$ cat config.mk
export PLATFORM = sky130hd
export DESIGN_NAME = weight_bram_ctrl_flat
export DESIGN_NICKNAME = d
export VERILOG_FILES = /design/src/rtl/weight_bram_ctrl_if.sv /design/src/rtl/weight_bram_ctrl.sv /design/src/flat_wrapper.sv
export SDC_FILE = /design/constraint.sdc
export NUM_CORES = 1
export LEC_CHECK = 0
export ABC_AREA = 1
export BUFFER_PORTS_ARGS = -buffer_cell sky130_fd_sc_hd__buf_2
export CAP_MARGIN = 20
export CORE_MARGIN = 1
export CORE_UTILIZATION = 30
export CTS_BUF_LIST = sky130_fd_sc_hd__clkbuf_4
export CTS_CLUSTER_SIZE = 28
export DETAILED_ROUTE_END_ITERATION = 16
export PLACE_DENSITY = 0.59
export SYNTH_ARGS = -nofsm -noshare
export SYNTH_HDL_FRONTEND = slang
export SYNTH_SLANG_ARGS = --single-unit
$ cat constraint.sdc
create_clock -name clk -period 4.85 [get_ports clk]
set_clock_uncertainty 0.05 [all_clocks]
set_input_delay 0.2425 -clock clk [delete_from_list [all_inputs] [get_ports clk]]
set_output_delay 0.2425 -clock clk [all_outputs]
set_load 0.03 [all_outputs]
$ cat src/rtl/weight_bram_ctrl_if.sv
// Bundle of the weight BRAM controller's external channels.
//   ld_*     : host weight-load channel (valid/ready write requests)
//   rd_*     : burst-read command/status channel
//   out_*    : weight stream towards the PE array (valid/ready, FIFO head)
//   bram_*   : single-port weight BRAM, 1-cycle registered read
// Modports:
//   slave  : the controller side (weight_bram_ctrl)
//   master : the environment side (host, stream consumer, BRAM)
interface weight_bram_ctrl_if #(
    parameter int ADDR_W = 11,
    parameter int DATA_W = 8
);
    logic              ld_valid;
    logic              ld_ready;
    logic [ADDR_W-1:0] ld_addr;
    logic [DATA_W-1:0] ld_data;

    logic              rd_start;
    logic [ADDR_W-1:0] rd_base;
    logic [ADDR_W:0]   rd_len;
    logic              rd_busy;
    logic              rd_done;
    logic              rd_err;

    logic              out_valid;
    logic              out_ready;
    logic [DATA_W-1:0] out_data;
    logic              out_last;

    logic              bram_en;
    logic              bram_we;
    logic [ADDR_W-1:0] bram_addr;
    logic [DATA_W-1:0] bram_din;
    logic [DATA_W-1:0] bram_dout;

    modport slave (
        input  ld_valid, ld_addr, ld_data,
        input  rd_start, rd_base, rd_len,
        input  out_ready,
        input  bram_dout,
        output ld_ready,
        output rd_busy, rd_done, rd_err,
        output out_valid, out_data, out_last,
        output bram_en, bram_we, bram_addr, bram_din
    );

    modport master (
        output ld_valid, ld_addr, ld_data,
        output rd_start, rd_base, rd_len,
        output out_ready,
        output bram_dout,
        input  ld_ready,
        input  rd_busy, rd_done, rd_err,
        input  out_valid, out_data, out_last,
        input  bram_en, bram_we, bram_addr, bram_din
    );
endinterface

$ cat src/rtl/weight_bram_ctrl.sv
// weight_bram_ctrl
// Arbitrates the single port of the weight BRAM between host weight loads
// and burst reads that stream weights to the systolic array through a
// 4-entry output FIFO with valid/ready backpressure.
// Ports:
//   clk  : system clock, rising edge
//   rst  : synchronous active-high reset
//   bus  : weight_bram_ctrl_if.slave (load, burst command/status, output
//          stream and BRAM port; see the interface file)
// Build option:
//   WBC_ADDR_WRAP_EN : when defined the burst address counter wraps modulo
//   the BRAM depth and any non-zero length is accepted; when undefined a
//   burst running past the top of memory is rejected with rd_err.
module weight_bram_ctrl #(
    parameter int ADDR_W = 11,
    parameter int DATA_W = 8
) (
    input logic            clk,
    input logic            rst,
    weight_bram_ctrl_if.slave bus
);

    localparam int FIFO_DEPTH = 4;
    localparam logic [ADDR_W+1:0] MEM_DEPTH = {2'b01, {ADDR_W{1'b0}}};

    typedef enum logic [1:0] {IDLE, BURST, DRAIN} state_t;

    state_t            state;
    state_t            state_nxt;

    logic [ADDR_W-1:0] addr_cnt;
    logic [ADDR_W:0]   rem_cnt;

    logic              vld_p0;
    logic              last_p0;
    logic              vld_p1;
    logic              last_p1;

    logic [DATA_W-1:0] fifo_data [FIFO_DEPTH];
    logic              fifo_last [FIFO_DEPTH];
    logic [1:0]        wptr;
    logic [1:0]        rptr;
    logic [2:0]        occ;
    logic [2:0]        used_slots;

    logic              push;
    logic              pop;
    logic              start_ok;
    logic              start_bad;
    logic              rd_err_q;

    logic              ld_ready_c;
    logic              bram_en_c;
    logic              bram_we_c;
    logic [ADDR_W-1:0] bram_addr_c;
    logic              out_valid_c;
    logic              out_last_c;

    // Non-zero length, and without wrap the burst must end at or below the
    // top of memory (base + len == depth is the last legal end point).
    function automatic logic req_legal(input logic [ADDR_W-1:0] base,
                                       input logic [ADDR_W:0]   len);
`ifdef WBC_ADDR_WRAP_EN
        return (len != '0);
`else
        logic [ADDR_W+1:0] span;
        span = {2'b00, base} + {1'b0, len};
        return (len != '0) && (span <= MEM_DEPTH);
`endif
    endfunction

    // Slots already committed: words in the FIFO plus the read whose data
    // arrives this cycle. Issuing only below FIFO_DEPTH means every issued
    // word has a FIFO slot reserved, even if the consumer stalls.
    assign used_slots = occ + {2'b00, vld_p1};

    always_ff @(posedge clk) begin
        if (rst) begin
            state <= IDLE;
        end else begin
            state <= state_nxt;
        end
    end

    always_comb begin
        state_nxt   = state;
        vld_p0      = 1'b0;
        last_p0     = 1'b0;
        start_ok    = 1'b0;
        start_bad   = 1'b0;
        ld_ready_c  = 1'b0;
        bram_en_c   = 1'b0;
        bram_we_c   = 1'b0;
        bram_addr_c = bus.ld_addr;
        case (state)
            IDLE: begin
                // A burst request wins a same-cycle collision with a load.
                ld_ready_c = !bus.rd_start;
                if (bus.rd_start) begin
                    if (req_legal(bus.rd_base, bus.rd_len)) begin
                        start_ok  = 1'b1;
                        state_nxt = BURST;
                    end else begin
                        start_bad = 1'b1;
                    end
                end else if (bus.ld_valid) begin
                    bram_en_c = 1'b1;
                    bram_we_c = 1'b1;
                end
            end
            BURST: begin
                if (used_slots < 3'(FIFO_DEPTH)) begin
                    vld_p0      = 1'b1;
                    last_p0     = (rem_cnt == (ADDR_W+1)'(1));
                    bram_en_c   = 1'b1;
                    bram_addr_c = addr_cnt;
                    if (last_p0) begin
                        state_nxt = DRAIN;
                    end
                end
            end
            DRAIN: begin
                if (pop && out_last_c) begin
                    state_nxt = IDLE;
                end
            end
            default: state_nxt = IDLE;
        endcase
    end

    always_ff @(posedge clk) begin
        if (rst) begin
            rem_cnt <= '0;
        end else if (start_ok) begin
            rem_cnt <= bus.rd_len;
        end else if (vld_p0) begin
            rem_cnt <= rem_cnt - (ADDR_W+1)'(1);
        end
    end

    always_ff @(posedge clk) begin
        if (start_ok) begin
            addr_cnt <= bus.rd_base;
        end else if (vld_p0) begin
            addr_cnt <= addr_cnt + ADDR_W'(1);
        end
    end

    // ---- p0 -> p1: read issued, BRAM data returns next cycle ----
    always_ff @(posedge clk) begin
        if (rst) begin
            vld_p1 <= 1'b0;
        end else begin
            vld_p1 <= vld_p0;
        end
        last_p1 <= last_p0;
    end

    // ---- p1 -> FIFO: returned word captured with its last tag ----
    assign push        = vld_p1;
    assign out_valid_c = (occ != 3'd0);
    assign pop         = out_valid_c && bus.out_ready;

    always_ff @(posedge clk) begin
        if (push) begin
            fifo_data[wptr] <= bus.bram_dout;
            fifo_last[wptr] <= last_p1;
        end
    end

    always_ff @(posedge clk) begin
        if (rst) begin
            wptr <= '0;
            rptr <= '0;
            occ  <= '0;
        end else begin
            if (push) begin
                wptr <= wptr + 2'd1;
            end
            if (pop) begin
                rptr <= rptr + 2'd1;
            end
            case ({push, pop})
                2'b10:   occ <= occ + 3'd1;
                2'b01:   occ <= occ - 3'd1;
                default: occ <= occ;
            endcase
        end
    end

    always_ff @(posedge clk) begin
        if (rst) begin
            rd_err_q <= 1'b0;
        end else begin
            rd_err_q <= start_bad;
        end
    end

    // Head is masked when empty so the stream reads zero out of reset
    // without having to clear the FIFO storage.
    assign out_last_c    = out_valid_c && fifo_last[rptr];

    assign bus.ld_ready  = ld_ready_c;
    assign bus.bram_en   = bram_en_c;
    assign bus.bram_we   = bram_we_c;
    assign bus.bram_addr = bram_addr_c;
    assign bus.bram_din  = bus.ld_data;
    assign bus.out_valid = out_valid_c;
    assign bus.out_data  = out_valid_c ? fifo_data[rptr] : '0;
    assign bus.out_last  = out_last_c;
    assign bus.rd_busy   = (state != IDLE);
    assign bus.rd_done   = pop && out_last_c;
    assign bus.rd_err    = rd_err_q;

endmodule
$ cat src/flat_wrapper.sv
// flat-port wrapper written by rule: the top's interface ports become plain ports
module weight_bram_ctrl_flat 
#(
    parameter int ADDR_W = 11,
    parameter int DATA_W = 8
)
  (clk, rst, bus_ld_valid, bus_ld_addr, bus_ld_data, bus_rd_start, bus_rd_base, bus_rd_len, bus_out_ready, bus_bram_dout, bus_ld_ready, bus_rd_busy, bus_rd_done, bus_rd_err, bus_out_valid, bus_out_data, bus_out_last, bus_bram_en, bus_bram_we, bus_bram_addr, bus_bram_din);
  weight_bram_ctrl_if #(.ADDR_W(ADDR_W), .DATA_W(DATA_W)) bus_i ();
  input logic clk;
  input logic rst;
  input wire logic [$bits(bus_i.ld_valid)-1:0] bus_ld_valid;
  input wire logic [$bits(bus_i.ld_addr)-1:0] bus_ld_addr;
  input wire logic [$bits(bus_i.ld_data)-1:0] bus_ld_data;
  input wire logic [$bits(bus_i.rd_start)-1:0] bus_rd_start;
  input wire logic [$bits(bus_i.rd_base)-1:0] bus_rd_base;
  input wire logic [$bits(bus_i.rd_len)-1:0] bus_rd_len;
  input wire logic [$bits(bus_i.out_ready)-1:0] bus_out_ready;
  input wire logic [$bits(bus_i.bram_dout)-1:0] bus_bram_dout;
  output wire logic [$bits(bus_i.ld_ready)-1:0] bus_ld_ready;
  output wire logic [$bits(bus_i.rd_busy)-1:0] bus_rd_busy;
  output wire logic [$bits(bus_i.rd_done)-1:0] bus_rd_done;
  output wire logic [$bits(bus_i.rd_err)-1:0] bus_rd_err;
  output wire logic [$bits(bus_i.out_valid)-1:0] bus_out_valid;
  output wire logic [$bits(bus_i.out_data)-1:0] bus_out_data;
  output wire logic [$bits(bus_i.out_last)-1:0] bus_out_last;
  output wire logic [$bits(bus_i.bram_en)-1:0] bus_bram_en;
  output wire logic [$bits(bus_i.bram_we)-1:0] bus_bram_we;
  output wire logic [$bits(bus_i.bram_addr)-1:0] bus_bram_addr;
  output wire logic [$bits(bus_i.bram_din)-1:0] bus_bram_din;
  assign bus_i.ld_valid = bus_ld_valid;
  assign bus_i.ld_addr = bus_ld_addr;
  assign bus_i.ld_data = bus_ld_data;
  assign bus_i.rd_start = bus_rd_start;
  assign bus_i.rd_base = bus_rd_base;
  assign bus_i.rd_len = bus_rd_len;
  assign bus_i.out_ready = bus_out_ready;
  assign bus_i.bram_dout = bus_bram_dout;
  assign bus_ld_ready = bus_i.ld_ready;
  assign bus_rd_busy = bus_i.rd_busy;
  assign bus_rd_done = bus_i.rd_done;
  assign bus_rd_err = bus_i.rd_err;
  assign bus_out_valid = bus_i.out_valid;
  assign bus_out_data = bus_i.out_data;
  assign bus_out_last = bus_i.out_last;
  assign bus_bram_en = bus_i.bram_en;
  assign bus_bram_we = bus_i.bram_we;
  assign bus_bram_addr = bus_i.bram_addr;
  assign bus_bram_din = bus_i.bram_din;
  weight_bram_ctrl #(.ADDR_W(ADDR_W), .DATA_W(DATA_W)) u_core (.clk(clk), .rst(rst), .bus(bus_i));
endmodule
# == Word level (Yosys, flattened, before mapping) ==
# Memory sizes are Yosys's and may differ from the RTL's. A register that Yosys moved wholly into a read port is not among the register bits.
# Cells that the tools add are included.
# classes
reduce_logical,14
eq_ne,10
order_cmp,2
bitwise,2
n_addsub,8
muxes,31
# ops
cell,count
2-to-1 mux 11 bit,4
2-to-1 mux 12 bit,2
2-to-1 mux 2 bit,9
adder 11 x 12 -> 13 bit,1
<= comparator 13 x 12 -> 1 bit (second input constant),1
equality test 12 x 1 -> 1 bit (second input constant),1
2-to-1 mux 1 bit,12
nonzero test 12 bit,1
subtractor 12 x 1 -> 12 bit (second input constant),1
adder 11 x 1 -> 11 bit (second input constant),1
2-to-1 mux 8 bit,1
inequality test 2 x 1 -> 1 bit (second input constant),3
one-hot mux 2 bit (3 select lines),1
one-hot mux 3 bit (2 select lines),1
nonzero test 2 bit,3
AND reduction 5 bit,1
adder 2 x 1 -> 2 bit (second input constant),2
equality test 2 x 1 -> 1 bit (second input constant),2
equality test 2 bit (second input constant),2
logical AND 1 bit,4
inequality test 2 bit (second input constant),2
adder 3 x 1 -> 3 bit,1
adder 3 x 1 -> 3 bit (second input constant),1
less-than comparator 3 bit (second input constant),1
8 further kinds,9
# word_totals
memories,2
mem_bits_rw,36
register_bits,35
# mem_list
name,depth,width,read_ports,rd_clocked_by_memory_dff,wr,line,rtl
u_core.fifo_data,4,8,1,1,1,weight_bram_ctrl.sv:39,logic [DATA_W-1:0] fifo_data [FIFO_DEPTH];
u_core.fifo_last,4,1,1,1,1,weight_bram_ctrl.sv:40,logic fifo_last [FIFO_DEPTH];

# == Longest topological paths before layout ==
# Gate-level depths: netlist of run 1.
# logic_depth
ltp_word,7
mapped_depth,18
mapped_depth_nobuf,18

# == Least setup slack after synthesis of run 1 ==
# No wires, ideal clock.
# synth_path
kind,input port to flip-flop
startpoint,input port bus_rd_len[0]
endpoint,register u_core.addr_cnt[0] (enable)
t_arrival_ns,2.064
slack_ns,2.405
stages,12
n_path_buf,0
setup_time_ns,0.331
cell_sequence,ha_1 fa_1 or2_1 nor2_1 nand3_1 nor2_1 nand3_1 nor2_2 nand3_2 nand2_4 nand3_4 nand2_2
# synth_via
elab_chain_cells,7
elab_cells_between_ends,8
classes_between,add/sub (1); order compare (1); mux (3); reduce/logical (3)
# synth_lines
element,line,rtl
from (decl),flat_wrapper.sv:16,input wire logic [$bits(bus_i.rd_len)-1:0] bus_rd_len;
adder 11 x 12 -> 13 bit,weight_bram_ctrl.sv:67,"span = {2'b00, base} + {1'b0, len};"
<= comparator 13 x 12 -> 1 bit,weight_bram_ctrl.sv:68,return (len != '0) && (span <= MEM_DEPTH);
logical AND 1 bit (*),weight_bram_ctrl.sv:68,
2-to-1 mux 1 bit (*),weight_bram_ctrl.sv:100,"if (req_legal(bus.rd_base, bus.rd_len)) begin"
2-to-1 mux 1 bit (*),weight_bram_ctrl.sv:99,if (bus.rd_start) begin
2-to-1 mux 1 bit (*),weight_bram_ctrl.sv:95,case (state)
nonzero test 2 bit (no line) (*),--,
to (signal assigned),weight_bram_ctrl.sv:143,addr_cnt <= bus.rd_base;
to (signal assigned),weight_bram_ctrl.sv:145,addr_cnt <= addr_cnt + ADDR_W'(1);
to (decl),weight_bram_ctrl.sv:31,logic [ADDR_W-1:0] addr_cnt;
# Mark *: on every way between the ends. The rest lies on a longest branch, timed or not.
# A chain may end at the register's enable or synchronous reset.

# == Final worst setup path of run 1 ==
# layout_path
startpoint,"register u_core.vld_p1, in the netlist u_core.push"
endpoint,output port bus_bram_addr[4]
# layout_via
elab_chain_cells,4
# layout_lines
element,line,rtl
from (decl),weight_bram_ctrl.sv:36,logic vld_p1;
from (signal assigned),weight_bram_ctrl.sv:154,vld_p1 <= vld_p0;
adder 3 x 1 -> 3 bit,weight_bram_ctrl.sv:75,"assign used_slots = occ + {2'b00, vld_p1};"
less-than comparator 3 bit,weight_bram_ctrl.sv:112,if (used_slots < 3'(FIFO_DEPTH)) begin
2-to-1 mux 11 bit,weight_bram_ctrl.sv:112,
2-to-1 mux 11 bit,weight_bram_ctrl.sv:95,
to (decl),flat_wrapper.sv:28,output wire logic [$bits(bus_i.bram_addr)-1:0] bus_bram_addr;
# Every way passes these cells.

==> metrics.yaml, run 1 <==
route:
  drc: 0
  wirelength_um: 10100
  via_count: 3637
  antenna_left: 0
  drt_iter0_drc: 187
  wl_per_cell_um: 12.4
  vias_per_cell: 4.46
  first_pass_iters: 4
hold_path:
  hold_class: "input pin to flop"
run_status:
  status: "finished, final reports clean"
sta:
  hold_ws_ns: 0.0819
  layout_min_cycle_time_ns: 2.86
  finalSetupViolCount: 0
  timing.final.crit_share: 0.590
  finalMaxSlewViolations: 0
  hold_viol_final: 0
  fmax_mhz: 349
  tns_ns: 0
  rsz0062_at_grt: "no"
  slew_headroom: 0.380
  setup_ws_ns: 1.99
  tightest_slew_ns: 0.929
die:
  chipWidth_um: 124
  fp.dieArea_um2: 15500
  core_um2: 14600
  num_rows: 44
  ios: 90
  start_util: 0.308
  die_y_um: 124
place:
  hpwl_um: 7680
  port_buffers: 73
  place_area_um2: 4950
  place_congestion: 0.879
  place_inst: 790
  pre_cts_slack_ns: 1.91
worst_setup_path:
  crit_required_ns: 4.56
  arrival_ns: 2.57
  critPathLaunch: "u_core.push"
  reg2regPathDepth: 9
  regToRegEndpoint: "u_core.rem_cnt[11]"
  critPathKind: "flop to primary output"
  crit-reg2reg-launch: "u_core.push"
  ff2ff_setup_slack_ns: 2.30
  worstSetupEndpoint: "bus_bram_addr[4]"
  start_kind: "flop"
  crit_fanout: 30
  end_kind: "primary output"
finish:
  stdcell_count: 815
  fin_util: 0.356
  num-nets-final: 701
  drive_above_1_share: 0.202
  fin_area_um2: 5190
  syn_to_final_growth_pct: 15.7
flow_run:
  maxCapViolCount: 0
clock_tree:
  cts_tree: "done"
  cts_num_sinks: 73
  cts_max_level: 3
  path_clk_slew_ns: 0.11
  cts_made_buffers: 9
  cts_max_path_buffers: 2
  root_buffer: "clkbuf_4"
  clk_latency_ns: 0.41
yosys:
  synth_commonest_cells: "nand2_1 (101), nor2_1 (85), inv_1 (70), edfxtp_1 (47), o21ai_0 (46)"
  synthTopCellsByArea: "edfxtp_1 (31%), dfxtp_1 (12%), nand2_1 (8.4%)"
  synth_nets: 629
  synth-edff-count: 47
  yosysTopAreaCellShare: 0.314
  avgSynthCellArea_um2: 8.12
  synthFlopType: "edfxtp_1"
  ys_ff_latch: 73
  yosysMostFrequentCell: "nand2_1"
  synth_top_cell_by_area: "edfxtp_1"
  ys_seq_area_frac: 0.430
  synth-async-reset-ratio: 0
  yosysWarnings: 0
  syn_inst: 553
  synth_cell_type_count: 40
  syn_area_um2: 4490
power_and_ir_drop:
  power.total_mw: 2.08
  p_leak_nw: 2.39
  ir_worst_vdd_mv: 0.141
  powerDensity_nw_per_um2: 400
grt:
  grt_pass1_wl_um: 16800
  grt_max_degree: 31
  track_usage: 0.136
  overflow: 0
  antenna_found_initial: 1
  grt_pass1_vias: 3513
## cells in the final DEF (no fill, tap or decap), types with 2 or more instances in the layout
cell,Yosys,layout
inv_1,70,70
a21oi_1,30,30
buf_2,0,73
nand2_2,5,5
nor4_1,4,4
nand4_1,9,9
dlygate4sd3_1,0,8
clkbuf_4,0,11
nor2_1,85,85
xor2_1,16,16
nand2_4,10,10
nand3_1,26,26
nand2_1,101,101
ha_1,19,19
o21ai_0,46,46
fa_1,2,2
dfxtp_1,26,26
a21oi_2,3,3
nor3_1,6,6
nand3_2,2,2
edfxtp_1,47,47
o21ai_2,9,9
clkinv_4,1,2
bufinv_16,0,2
## sequential cells by signal, summed over array words and instances (netlist names), 2 cells and up, named ones only
register,flops
u_core.fifo_last,4
u_core.occ,3
u_core.rem_cnt,12
u_core.fifo_data,32
u_core.state,2
u_core.rptr,2
u_core.addr_cnt,11
u_core.wptr,2
## where the power goes
part           internal, mW  switching (mW)  total [mW]
registers             0.740          0.0745       0.815
logic                 0.264           0.575       0.840
clock network         0.221           0.203       0.424
## kinds of logic (layout without fill, tap and decap cells)
| kind of cell | count (synthesis) | after routing | share of synthesized area |
|---|---|---|---|
| fa+ha+maj | 21 | 21 | 0.0619 |
| buf+inv | 94 | 171 | 0.0942 |
| compound gates | 93 | 93 | 0.118 |
| flops | 73 | 73 | 0.430 |
| simple gates | 254 | 254 | 0.259 |
| xor+xnor | 18 | 18 | 0.0368 |
| other cells | 0 | 1 | 0 |
## worst min path at each step
stage,slack [ns],cells after the start,to,from
after global placement,0.41,1,flop,u_core.rptr[0]
final,0.08,2,u_core.rem_cnt[8],rst
after floorplan,0.29,0,u_core.fifo_data[0][0],bus_bram_dout[0]
after CTS,0.06,2,u_core.rem_cnt[8],rst
after detailed placement,0.41,1,u_core.fifo_data[1][3],bus_bram_dout[3]
after global routing,0.07,2,u_core.state[0],rst
## critical path, cell delays in order, from the launching register on
cell,delay (ns)
dfxtp_1,0.43
nand3_1,0.12
xor2_1,0.23
nor2_1,0.07
buf_4,0.18
inv_1,0.68
nand2_1,0.09
o21ai_0,0.11
buf_2,0.24
## routing by layer
metal,share of wire,global-route usage,vias up
li1,-,-,1945
met1,0.50,0.182,1609
met2,0.45,0.222,71
met3,0.034,0.0258,12
met4,0.014,0.0432,0
met5,0,0,-
## what timing repair did
item	CTS	global route
endpoints found under the hold margin	32	0
hold buffers	8	0
resized for setup	0	0
buffers inserted	0	0
## area by class of cell
cell class	instances	area [um2]
diodes	1	2.50
clock buffers	11	82.6
clock inverters	5	81.3
fillers	1520	9400
inverters	73	279
multi-input cells	386	2130
flip-flops and latches	73	1930
well taps	184	230
repair buffers	82	453
(Power assumes the default switching activity.)
==> run 2, diff against run 1 <==
- PLACE_DENSITY: 0.59 -> 0.6
- clock period: 4.85 -> 2.6 ns (I/O delays scaled with it)
==> run 2 against run 1 <==
  * Global-route usage is 0.43 points higher
  * First-iteration DRC count is 10% lower
  * Total power up 81%
  * Count of clock-buffer cells in the layout fell by 2
  * Core utilization up 1.5 points
  * Clock power is 40% higher
  * Sequential power is 82% higher
  * Die area unchanged
  * Via count rose by 3.3%
  * Setup slack got worse by 1.8 ns
  * Critical path depth up 6
  * Sequential share of layout area decreased by 1.5 points
  * Critical path type is now input pin to flop
  * Critical endpoint is now u_core.addr_cnt[9]
==> metrics.yaml, run 2 (synthesized netlist as in run 1, its figures left out) <==
route:
  drt_iter0_drc: 168  # -10%
  drc: 0  # unchanged
  vias_per_cell: 4.47  # +0.25%
  antenna_left: 0  # unchanged
  first_pass_iters: 5  # +1
  wirelength_um: 10400  # +3.4%
  via_count: 3758  # +3.3%
  wl_per_cell_um: 12.4  # +0.30%
worst_setup_path:
  regToRegEndpoint: "u_core.occ[2]"
  cp_cell_sequence: "dlygate4sd3_1 -> buf_2 -> fa_2 -> or2_1 -> nor2_1 -> nand3_1 -> nor2_1 -> nand3_1 -> nor2_2 -> nand3_2 -> nand2_4 -> nand3_4 -> inv_8 -> o21ai_2"
  crit_fanout: 21  # -30%
  max_stage_delay_ns: 0.53  # -0.15 ns
  crit_path_top_delay_cell: "dlygate4sd3_1"
  crit-reg2reg-launch: "u_core.occ[0]"
  end_kind: "flop"
  ff2ff_setup_slack_ns: 0.63  # -1.67 ns
  path_delay_family: "simple AND/OR/NAND/NOR gates"
  critPathKind: "input pin to flop"
  reg2regPathDepth: 11  # +2
  crit_buf_inv: 3  # unchanged
  start_kind: "input pin"
  crit_required_ns: 2.71  # -1.85 ns
  arrival_ns: 2.57  # about the same
finish:
  syn_to_final_growth_pct: 20.6
  diodes: 0  # -1
  num-nets-final: 727  # +3.7%
  final_common_cell: "nand2_1"
  top_register: "u_core.fifo_data"
  drive_above_1_share: 0.209  # +0.00725
  largest_register_ffs: 32  # unchanged
  fin_area_um2: 5410  # +4.2%
  top_regs: "u_core.fifo_data: 32 flops, u_core.rem_cnt: 12 flops, u_core.addr_cnt: 11 flops"
  layout_common_cells: "nand2_1 (101), nor2_1 (85), buf_2 (73)"
  n_fill_cell: 1520  # unchanged
power_and_ir_drop:
  p_comb_frac: 0.449  # +0.045
  switching_share: 0.432  # +0.0212
  switchingPower_mw: 1.63  # +91%
  p_int_mw: 2.14  # +75%
  seqPwrFrac: 0.393  # about the same
  p_clk_frac: 0.158  # -0.046
  p_leak_nw: 2.48  # +3.7%
  power.total_mw: 3.77  # +81%
  powerDensity_nw_per_um2: 697  # +74%
  ir_worst_vdd_mv: 0.257  # +82%
grt:
  track_usage: 0.141  # +0.00426
  grt_use_met2: 0.237  # +0.0153
  grt_pass1_vias: 3642  # +3.7%
  met3_usage: 0.0318  # +0.00601
  overflow: 0  # unchanged
  grt-busiest-layer: "met2"
  antenna_found_initial: 0  # -1
  grt_max_degree: 22  # -29%
  grt_pass1_wl_um: 17600  # +4.4%
  met1_usage: 0.182  # +0.000197
sta:
  hold_viol_final: 0  # unchanged
  timing.final.crit_share: 0.947
  finalSetupViolCount: 0  # unchanged
  layout_min_cycle_time_ns: 2.46
  rsz0062_at_grt: "yes"
  finalMaxSlewViolations: 0  # unchanged
  slew_headroom: 0.680  # +0.300
  hold_ws_ns: 0.0386  # -0.0433 ns
  fmax_mhz: 406
  setup_ws_ns: 0.139  # -1.85 ns
  tns_ns: 0  # unchanged
  tightest_slew_ns: 0.480  # -0.449 ns
die:
  die_y_um: 124  # unchanged
  core_um2: 14600  # unchanged
  fp.dieArea_um2: 15500  # unchanged
  num_rows: 44  # unchanged
  chipWidth_um: 124  # unchanged
  ios: 90  # unchanged
  start_util: 0.308  # unchanged
clock_tree:
  cts_setup_buffers: 0  # unchanged
  cts_max_path_buffers: 2  # unchanged
  cts_max_level: 3  # unchanged
  cts_num_sinks: 73  # unchanged
  cts_tree: "done"
  cts_made_buffers: 9  # unchanged
  clk_latency_ns: 0.40  # about the same
  path_clk_slew_ns: 0.12  # about the same
  root_buffer: "clkbuf_4"
run_status:
  status: "finished, final reports clean"
hold_path:
  worstHoldEndpoint: "u_core.rem_cnt[0]"
  min-delay-start: "bus_rd_len[0]"
  hold_class: "input pin to flop"
  hold_depth: 3  # +1
place:
  place_congestion: 0.869  # -1.1%
  port_buffers: 73  # unchanged
  hpwl_um: 7810  # +1.7%
  place_area_um2: 5030  # +1.8%
  pre_cts_slack_ns: 0.0737  # -1.83 ns
flow_run:
  maxCapViolCount: 0  # unchanged
run 2: cell types whose count changed in the layout (fill, tap and decap cells not counted), sizes merged, moves of 2 or more:
cell	delta
clkbuf	-2
bufinv	-2
clkinvlp	+2
buf	+10
dlygate4sd3	+16
inv	+2
run 2: tightest hold or removal path, cell delays in order:
cell and delay (ns):
buf_2 0.13, o21ai_0 0.10, a21oi_1 0.10
run 2: through the flow:
stage	utilization	instances
after detailed placement	0.345	800
after global routing	0.371	840
final	0.371	840
after CTS	0.369	840
after global placement	0.345	800
after floorplan	-	553
run 2: how the worst max path moves through the flow:
stage                   startpoint                   to  slack (ns)  depth (start not counted)
floorplan            bus_rd_len[0]   u_core.addr_cnt[0]        0.27                         12
global placement     bus_rd_len[0]   u_core.addr_cnt[9]        0.11                         14
detailed placement   bus_rd_len[0]   u_core.addr_cnt[4]        0.07                         14
CTS                 bus_rd_base[7]   u_core.addr_cnt[3]        0.14                         14
global route         bus_rd_len[1]  u_core.addr_cnt[10]    -0.00005                         15
finish               bus_rd_len[1]   u_core.addr_cnt[9]        0.14                         14
run 2: final cells by class:
type	count	area, um2	area share
sequential	73	1930	0.357
tap	184	230	0.0425
inverter	73	282	0.0520
timing repair buffer	108	704	0.130
multi-input combinational	386	2150	0.397
clock buffer	9	67.6	0.0125
clock inverter	7	45.0	0.00832
run 2: power groups by stage:
stage                     combinational, mW  sequential (mW)  clock (mW)
after floorplan                        1.24             1.48           0
after global routing                   1.91             1.51       0.682
after CTS                              1.71             1.48       0.620
after detailed placement               1.67             1.51           0
final                                  1.69             1.48       0.594
after global placement                 1.66             1.51           0
run 2: per-layer routing:
metal | vias up | wire [um]
li1 | 1992 | -
met1 | 1684 | 5020
met2 | 74 | 4970
met3 | 8 | 372
met4 | 0 | 72
met5 | - | 0
run 2: repair_timing:
| item | in CTS | in global routing |
|---|---|---|
| hold buffers | 24 | 0 |
| endpoints found under the hold margin | 56 | 0 |
| setup endpoints to repair | 0 | 33 |
| gates resized for setup | 0 | 6 |
